==> config.mk <==
export PLATFORM = sky130hd
export DESIGN_NAME = bcd_serial_add_ctrl
export DESIGN_NICKNAME = d
export VERILOG_FILES = /design/src/rtl/bcd_serial_add_ctrl.sv
export SDC_FILE = /design/constraint.sdc
export NUM_CORES = 1
export LEC_CHECK = 0
export ABC_CLOCK_PERIOD_IN_PS = 3300
export CAP_MARGIN = 20
export CORE_ASPECT_RATIO = 0.5
export CORE_MARGIN = 3
export CORE_UTILIZATION = 25
export CTS_BUF_LIST = sky130_fd_sc_hd__clkbuf_4
export CTS_CLUSTER_DIAMETER = 200
export DETAILED_ROUTE_END_ITERATION = 6
export MAX_ROUTING_LAYER = met4
export SYNTH_ARGS = -nofsm -noshare
export SYNTH_HDL_FRONTEND = slang
export SYNTH_SLANG_ARGS = --single-unit
==> constraint.sdc <==
create_clock -name clk -period 3.3 [get_ports clk]
set_clock_uncertainty 0.05 [all_clocks]
set_input_delay 0.66 -clock clk [delete_from_list [all_inputs] [get_ports clk]]
set_output_delay 0.66 -clock clk [all_outputs]
set_load 0.02 [all_outputs]
==> src/rtl/bcd_serial_add_ctrl.sv <==
`default_nettype none
// ============================================================================
// Module   : bcd_serial_add_ctrl
// Purpose  : Multi-digit packed-BCD adder. One single-digit BCD add stage is
//            reused for every digit position, least significant digit first.
//            The decimal carry is held in a register between digits.
//            Optional input-digit checking is built when BCD_CTRL_CHECK_EN is
//            defined. Without it, err is tied to 0.
// Revision : 1.0 - initial release
// ============================================================================
module bcd_serial_add_ctrl #(
    parameter int DIGITS = 4
) (
    input  logic                  clk,
    input  logic                  rst,
    input  logic                  start,
    input  logic [4*DIGITS-1:0]   a,
    input  logic [4*DIGITS-1:0]   b,
    input  logic                  cin,
    output logic                  busy,
    output logic                  done,
    output logic [4*DIGITS-1:0]   sum,
    output logic                  cout,
    output logic                  err
);

    localparam int CNT_W = (DIGITS > 1) ? $clog2(DIGITS) : 1;

    localparam logic [1:0]       c_IDLE = 2'd0;
    localparam logic [1:0]       c_ADD  = 2'd1;
    localparam logic [1:0]       c_DONE = 2'd2;
    localparam logic [CNT_W-1:0] c_LAST = CNT_W'(DIGITS - 1);
    localparam logic [CNT_W-1:0] c_ONE  = CNT_W'(1);

    logic [1:0]          r_state;
    logic [1:0]          w_next_state;
    logic [CNT_W-1:0]    r_cnt;
    logic                r_carry;
    logic [4*DIGITS-1:0] r_a;
    logic [4*DIGITS-1:0] r_b;
    logic [4*DIGITS-1:0] r_sum;
    logic                r_cout;

    logic                w_load;
    logic                w_in_add;
    logic                w_last;
    logic [3:0]          w_ai;
    logic [3:0]          w_bi;
    logic [4:0]          w_s;
    logic                w_gt9;
    logic [3:0]          w_digit;
    logic [4*DIGITS-1:0] w_acc_next;

    // A request is accepted only when no addition is in flight.
    assign w_load   = start && ((r_state == c_IDLE) || (r_state == c_DONE));
    assign w_in_add = (r_state == c_ADD);
    assign w_last   = w_in_add && (r_cnt == c_LAST);

    // Single-digit BCD stage. Non-BCD digits follow the same +6 rule.
    assign w_ai    = r_a[3:0];
    assign w_bi    = r_b[3:0];
    assign w_s     = {1'b0, w_ai} + {1'b0, w_bi} + {4'b0000, r_carry};
    assign w_gt9   = (w_s > 5'd9);
    assign w_digit = w_gt9 ? (w_s[3:0] + 4'd6) : w_s[3:0];

    assign busy = w_in_add;
    assign done = (r_state == c_DONE);
    assign sum  = r_sum;
    assign cout = r_cout;

    // State register
    always_ff @(posedge clk) begin
        if (rst) begin
            r_state <= c_IDLE;
        end else begin
            r_state <= w_next_state;
        end
    end

    // Next-state logic: DONE lasts one cycle and can accept a new request
    always_comb begin
        w_next_state = r_state;
        case (r_state)
            c_IDLE:  if (start) w_next_state = c_ADD;
            c_ADD:   if (r_cnt == c_LAST) w_next_state = c_DONE;
            c_DONE:  w_next_state = start ? c_ADD : c_IDLE;
            default: w_next_state = c_IDLE;
        endcase
    end

    // Operand shift, carry chain, digit counter and result capture
    always_ff @(posedge clk) begin
        if (rst) begin
            r_a     <= '0;
            r_b     <= '0;
            r_carry <= 1'b0;
            r_cnt   <= '0;
            r_sum   <= '0;
            r_cout  <= 1'b0;
        end else if (w_load) begin
            r_a     <= a;
            r_b     <= b;
            r_carry <= cin;
            r_cnt   <= '0;
        end else if (w_in_add) begin
            r_a     <= r_a >> 4;
            r_b     <= r_b >> 4;
            r_carry <= w_gt9;
            r_cnt   <= r_cnt + c_ONE;
            if (w_last) begin
                r_sum  <= w_acc_next;
                r_cout <= w_gt9;
            end
        end
    end

    // The result shift register holds the DIGITS-1 digits already computed.
    // The current digit enters at the top, so after the last digit the
    // concatenation is the complete sum with digit 0 in bits [3:0].
    generate
        if (DIGITS > 1) begin : g_acc_multi
            logic [4*DIGITS-5:0] r_acc;

            assign w_acc_next = {w_digit, r_acc};

            // Shift each new result digit in from the top
            always_ff @(posedge clk) begin
                if (rst) begin
                    r_acc <= '0;
                end else if (w_load) begin
                    r_acc <= '0;
                end else if (w_in_add) begin
                    r_acc <= w_acc_next[4*DIGITS-1:4];
                end
            end
        end else begin : g_acc_single
            assign w_acc_next = w_digit;
        end
    endgenerate

`ifdef BCD_CTRL_CHECK_EN
    logic r_err_flag;
    logic r_err;
    logic w_bad;

    assign w_bad = (w_ai > 4'd9) || (w_bi > 4'd9);
    assign err   = r_err;

    // Sticky non-BCD detector. It is published together with the sum.
    always_ff @(posedge clk) begin
        if (rst) begin
            r_err_flag <= 1'b0;
            r_err      <= 1'b0;
        end else if (w_load) begin
            r_err_flag <= 1'b0;
        end else if (w_in_add) begin
            r_err_flag <= r_err_flag | w_bad;
            if (w_last) begin
                r_err <= r_err_flag | w_bad;
            end
        end
    end
`else
    assign err = 1'b0;
`endif

endmodule
`default_nettype wire
### Word level (Yosys, flattened, before mapping)

Cells that the tools add are included.
Widths: inputs -> output; s select.

| operators by class | value |
|---|---|
| add/sub/neg operators | 4 |
| magnitude comparators | 1 |
| equal/unequal tests | 5 |
| multiplexer cells | 11 |
| bitwise logic cells | 1 |
| reductions and logical operators | 8 |

Operators with widths:

| operator | count |
|---|---|
| $mux 16 | 4 |
| $pmux 2 s3 | 1 |
| $add 4x4->5 | 1 |
| $add 5x1->5 | 1 |
| $gt 5x4->1 const B | 1 |
| $add 4x3->4 const B | 1 |
| $eq 2x2->1 const B | 2 |
| $mux 2 | 2 |
| $mux 4 | 1 |
| $mux 1 | 3 |
| $reduce_and 3->1 | 1 |
| $add 2x1->2 const B | 1 |
| $eq 2x1->1 const B | 1 |
| $logic_and 1x1->1 | 2 |
| $logic_not 2->1 | 1 |
| $ne 2x1->1 const B | 1 |
| $ne 2x2->1 const B | 1 |
| $reduce_and 2->1 | 1 |
| $reduce_bool 2->1 | 1 |
| $reduce_or 2->1 | 1 |
| $logic_or 1x1->1 | 1 |
| $not 1->1 | 1 |

| word-level totals | value |
|---|---|
| bits in registers | 66 |
| bits of input ports | 36 |
| output and inout bits | 20 |
| word-level logic and storage cells | 38 |

### Logic depth before layout (Yosys ltp)

| depth | value |
|---|---|
| word-level depth | 5 |
| gate-level depth with buffers | 8 |
| mapped depth without buffers | 8 |

### Least setup slack after synthesis

Ideal clock, no wire load.

| timing path | value |
|---|---|
| path type | register to register |
| start | register r_carry |
| end | register g_acc_multi.r_acc[9] |
| library setup time | 0.074 ns |
| arrival | 2.267 ns |
| data required time | 3.176 ns |
| slack | 0.909 ns |
| cell stages (with the launch flop) | 8 |
| buffers on the path | 0 |
| cells stage by stage | dfxtp_1 fa_1 fa_1 xnor2_2 ha_1 a31oi_4 a2111o_1 a31oi_1 |

| between the ends | value |
|---|---|
| longest elaborated chain between the ends | 3 |

RTL lines:

| element | line | text |
|---|---|---|
| start: declaration | 38 | `logic r_carry;` |
| start signal: assignment | 103 | `r_carry <= cin;` |
| start signal: assignment | 108 | `r_carry <= w_gt9;` |
| $add 5x1->5 * | 62 | `assign w_s = {1'b0, w_ai} + {1'b0, w_bi} + {4'b0000, r_carry};` |
| $add 4x3->4 or $gt 5x4->1 (tied branches) | 64, 63 |  |
| $mux 4 * | 64 | `assign w_digit = w_gt9 ? (w_s[3:0] + 4'd6) : w_s[3:0];` |
| end signal: assignment | 133 | `r_acc <= w_acc_next[4*DIGITS-1:4];` |
| end: declaration | 122 | `logic [4*DIGITS-5:0] r_acc;` |

Mark *: on every way between the ends. The rest lies on a longest branch, timed or not.
A chain may end at the register's enable or synchronous reset.

### Final worst setup path

| timing path | value |
|---|---|
| start | register r_carry |
| end | register r_cout (netlist: cout) |

| between the ends | value |
|---|---|
| longest elaborated chain between the ends | 2 |

RTL lines:

| element | line | text |
|---|---|---|
| $add 5x1->5 | 62 |  |
| $gt 5x4->1 | 63 | `assign w_gt9 = (w_s > 5'd9);` |
| end signal: assignment | 112 | `r_cout <= w_gt9;` |
| end: declaration | 42 | `logic r_cout;` |

Every way passes these cells.

==> metrics.txt <==
CTS-repair resized insts 0; Post-Syn Area 0.00280 mm²; die height 80.9 µm; pin count of the biggest net entering global routing 36; sequential-to-total area share from yosys stat 47.1%; Worst Tran Pin Value 0.588 ns; multi-input logic area 0.00132 mm²; Fillers 1117; worst-path maximum fanout 8; CP bufs+invs 1; placer congestion estimate 0.738; Leak 1.25 nW; routed len/inst 12.7 µm; Power Density 467 mW/mm²; Worst-Skew Late Latency 0.40 ns; final hold violation count 0; first-pass GRT wire length 11100 µm; number of global-route vias before repair 2285; Iteration-0 DRC Markers 156; ys async rst share 0%; cts bufs inserted 9; Final ANT Viol Nets 0; VDD IR max 0.150 mV; fraction of layout cells with a size suffix above 1 7.69%; gr usage total 11.4%; drt pass-1 iters 5; CTS tree yes; # DRC 0; post-synthesis register bit count 66; family with the most delay on the worst path adder cells; Boundary Pins 56; Register Area 0.00132 mm²; Horiz. Die Dim 156 µm; CP startpoint kind flip-flop; Crit path top cell by count fa_1; Final Worst Setup Slack 0.755 ns; vias per std cell 4.55; setup_tns 0 ns; Starting Density 26.5%; Site Rows 26; fmax 393 MHz; CTS clk-pin slew, worst paths 0.10 ns; outcome complete, no violations; root buffer cell clkbuf_4; post-synthesis net count 369; vias 2351; synth-to-layout area growth 26.1%; CTS Buffer Depth 2; slowest cell delay on critical path 0.55 ns; Critical Path RT 3.58 ns; critical-path cell list fa_1 -> fa_1 -> inv_1 -> ha_1 -> a31oi_4 -> a21oi_1 -> a211oi_1; maxcap violations 0; RSZ-0062 raised after global routing false; Ys Warns 0; total grt overflow 0; Slew Viols, Final 0; DIE AREA 0.0126 mm²; ant diodes 0; Crit-path slowest cell fa_1; WP data arrival 2.82 ns; unique cell type count in the Yosys netlist 46; Worst slew margin 60.8%; worst hold path class flip-flop to flip-flop; total core area 0.0106 mm²; final setup fails 0; Worst Path Class, Setup flip-flop to flip-flop; design area 0.00353 mm²; crit end category flip-flop; # H-tree levels 3; total wire length 6580 µm; synthesized area per cell 8.60 µm²; Port Buffer Count 54; clock sink count 66; CTS hold repair buffers 0; minimum clock period 2.54 ns; initial antenna violation count 0; post-synthesis cell count 326; placed cell areas 0.00341 mm²; dpl ws 0.770 ns; EDFF count, synth 0; Final HPWL DP 4430 µm; Tcrit/Tclk final 77.1%; nets@finish 415; Synth Flop Type dfxtp_1; post-CTS setup buffers 0
==> where the power goes <==
part / internal [mW] / switching, mW
Clock: 0.239 / 0.272
Combinational: 0.120 / 0.160
Sequential: 0.835 / 0.0236
Total: 1.19 / 0.455
==> metrics by stage <==
step / power, mW / util, % / hold WS, ns / cells
after floorplan: 1.07 / - / 0.382 / 326
after global placement: 1.15 / 32.2 / 0.391 / 501
after detailed placement: 1.16 / 32.2 / 0.397 / 501
after CTS: 1.67 / 33.4 / 0.412 / 517
after global routing: 1.75 / 33.4 / 0.426 / 517
final: 1.65 / 33.4 / 0.409 / 517
==> final timing paths <==
check | start | cells past startpoint | end | slack, ns
worst min-delay path | sum[10] | 2 | sum[10] | 0.41
worst max-delay path | r_carry | 7 | cout | 0.76
worst max register to register | r_carry | 7 | cout | 0.76
worst min register to register | sum[10] | 2 | sum[10] | 0.41
==> final cells by class <==
| cell class | count | area share (%) |
|---|---|---|
| inverter | 2 | 0.212 |
| clock buffer | 11 | 2.34 |
| multi-input combinational | 233 | 37.4 |
| sequential | 66 | 37.4 |
| tap | 140 | 4.96 |
| clock inverter | 5 | 1.27 |
| timing repair buffer | 60 | 16.4 |
==> layer usage <==
metal  vias to the layer above  track usage, %  routed length [µm]
met1                      1073            14.5                3210
met2                        49            17.0                2960
met4                         0            3.52                  59
li1                       1225               -                   -
met3                         4            4.36                 350
met5                         -               -                   0
==> worst reg2reg max path: cells and delay by family, from the launching register on <==
kind                       cells  cell delay [ns]
AOI/OAI and AO/OA              3             0.67
adders and majority gates      3             1.26
DFF                            1             0.34
buffers and inverters          1             0.14
==> logic make-up (layout without fill, tap and decap cells) <==
family                     Yosys count  count (layout)  synth area share [%]
other                                1               1                 0.134
buffers and inverters               27              78                  5.67
muxes                                4               4                  1.43
and+or+nand+nor                    133             133                  20.2
adders and majority gates            7               7                  3.66
xor gates and xnor gates             3               3                  1.47
DFF                                 66              66                  47.1
AOI/OAI and AO/OA                   85              85                  20.3
==> cell usage in the layout (no fill, tap or decap), types with 2 or more instances in the layout <==
| master | netlist | routed |
|---|---|---|
| a21o_1 | 2 | 2 |
| xnor2_2 | 2 | 2 |
| nand2_1 | 76 | 76 |
| a211o_1 | 2 | 2 |
| ha_1 | 5 | 5 |
| nand2b_1 | 2 | 2 |
| a21oi_1 | 38 | 38 |
| nor3_1 | 11 | 11 |
| nor2b_1 | 2 | 2 |
| a22oi_1 | 14 | 14 |
| o22ai_1 | 7 | 7 |
| clkbuf_4 | 0 | 11 |
| dfxtp_1 | 66 | 66 |
| fa_1 | 2 | 2 |
| or3_1 | 4 | 4 |
| a311oi_1 | 8 | 8 |
| clkinv_1 | 0 | 4 |
| nor2_1 | 29 | 29 |
| mux2i_1 | 4 | 4 |
| o211ai_1 | 2 | 2 |
| a211oi_1 | 2 | 2 |
| nand3_1 | 2 | 2 |
| buf_4 | 4 | 6 |
| clkdlybuf4s50_1 | 0 | 53 |
==> cells in the mapped netlist, types with 2 or more instances <==
| cell type | n | area [µm²] |
|---|---|---|
| a211o_1 | 2 | 17.5 |
| a211oi_1 | 2 | 15.0 |
| a21o_1 | 2 | 15.0 |
| a21oi_1 | 38 | 190 |
| a22oi_1 | 14 | 105 |
| a311oi_1 | 8 | 70.1 |
| buf_2 | 4 | 20.0 |
| buf_4 | 4 | 30.0 |
| clkbuf_1 | 13 | 48.8 |
| clkbuf_8 | 3 | 41.3 |
| dfxtp_1 | 66 | 1320 |
| fa_1 | 2 | 40.0 |
| ha_1 | 5 | 62.6 |
| mux2i_1 | 4 | 40.0 |
| nand2_1 | 76 | 285 |
| nand2b_1 | 2 | 12.5 |
| nand3_1 | 2 | 10.0 |
| nor2_1 | 29 | 109 |
| nor2b_1 | 2 | 12.5 |
| nor3_1 | 11 | 55.1 |
| o211ai_1 | 2 | 15.0 |
| o22ai_1 | 7 | 43.8 |
| or3_1 | 4 | 25.0 |
| xnor2_2 | 2 | 32.5 |
==> registers in the layout (all words and copies together) (netlist names) <==
| signal | count |
|---|---|
| r_carry | 1 |
| r_cnt | 2 |
| sum | 16 |
| r_a | 16 |
| g_acc_multi.r_acc | 12 |
| cout | 1 |
| r_state | 2 |
| r_b | 16 |
Note: power is estimated with default switching activity, not from simulation.
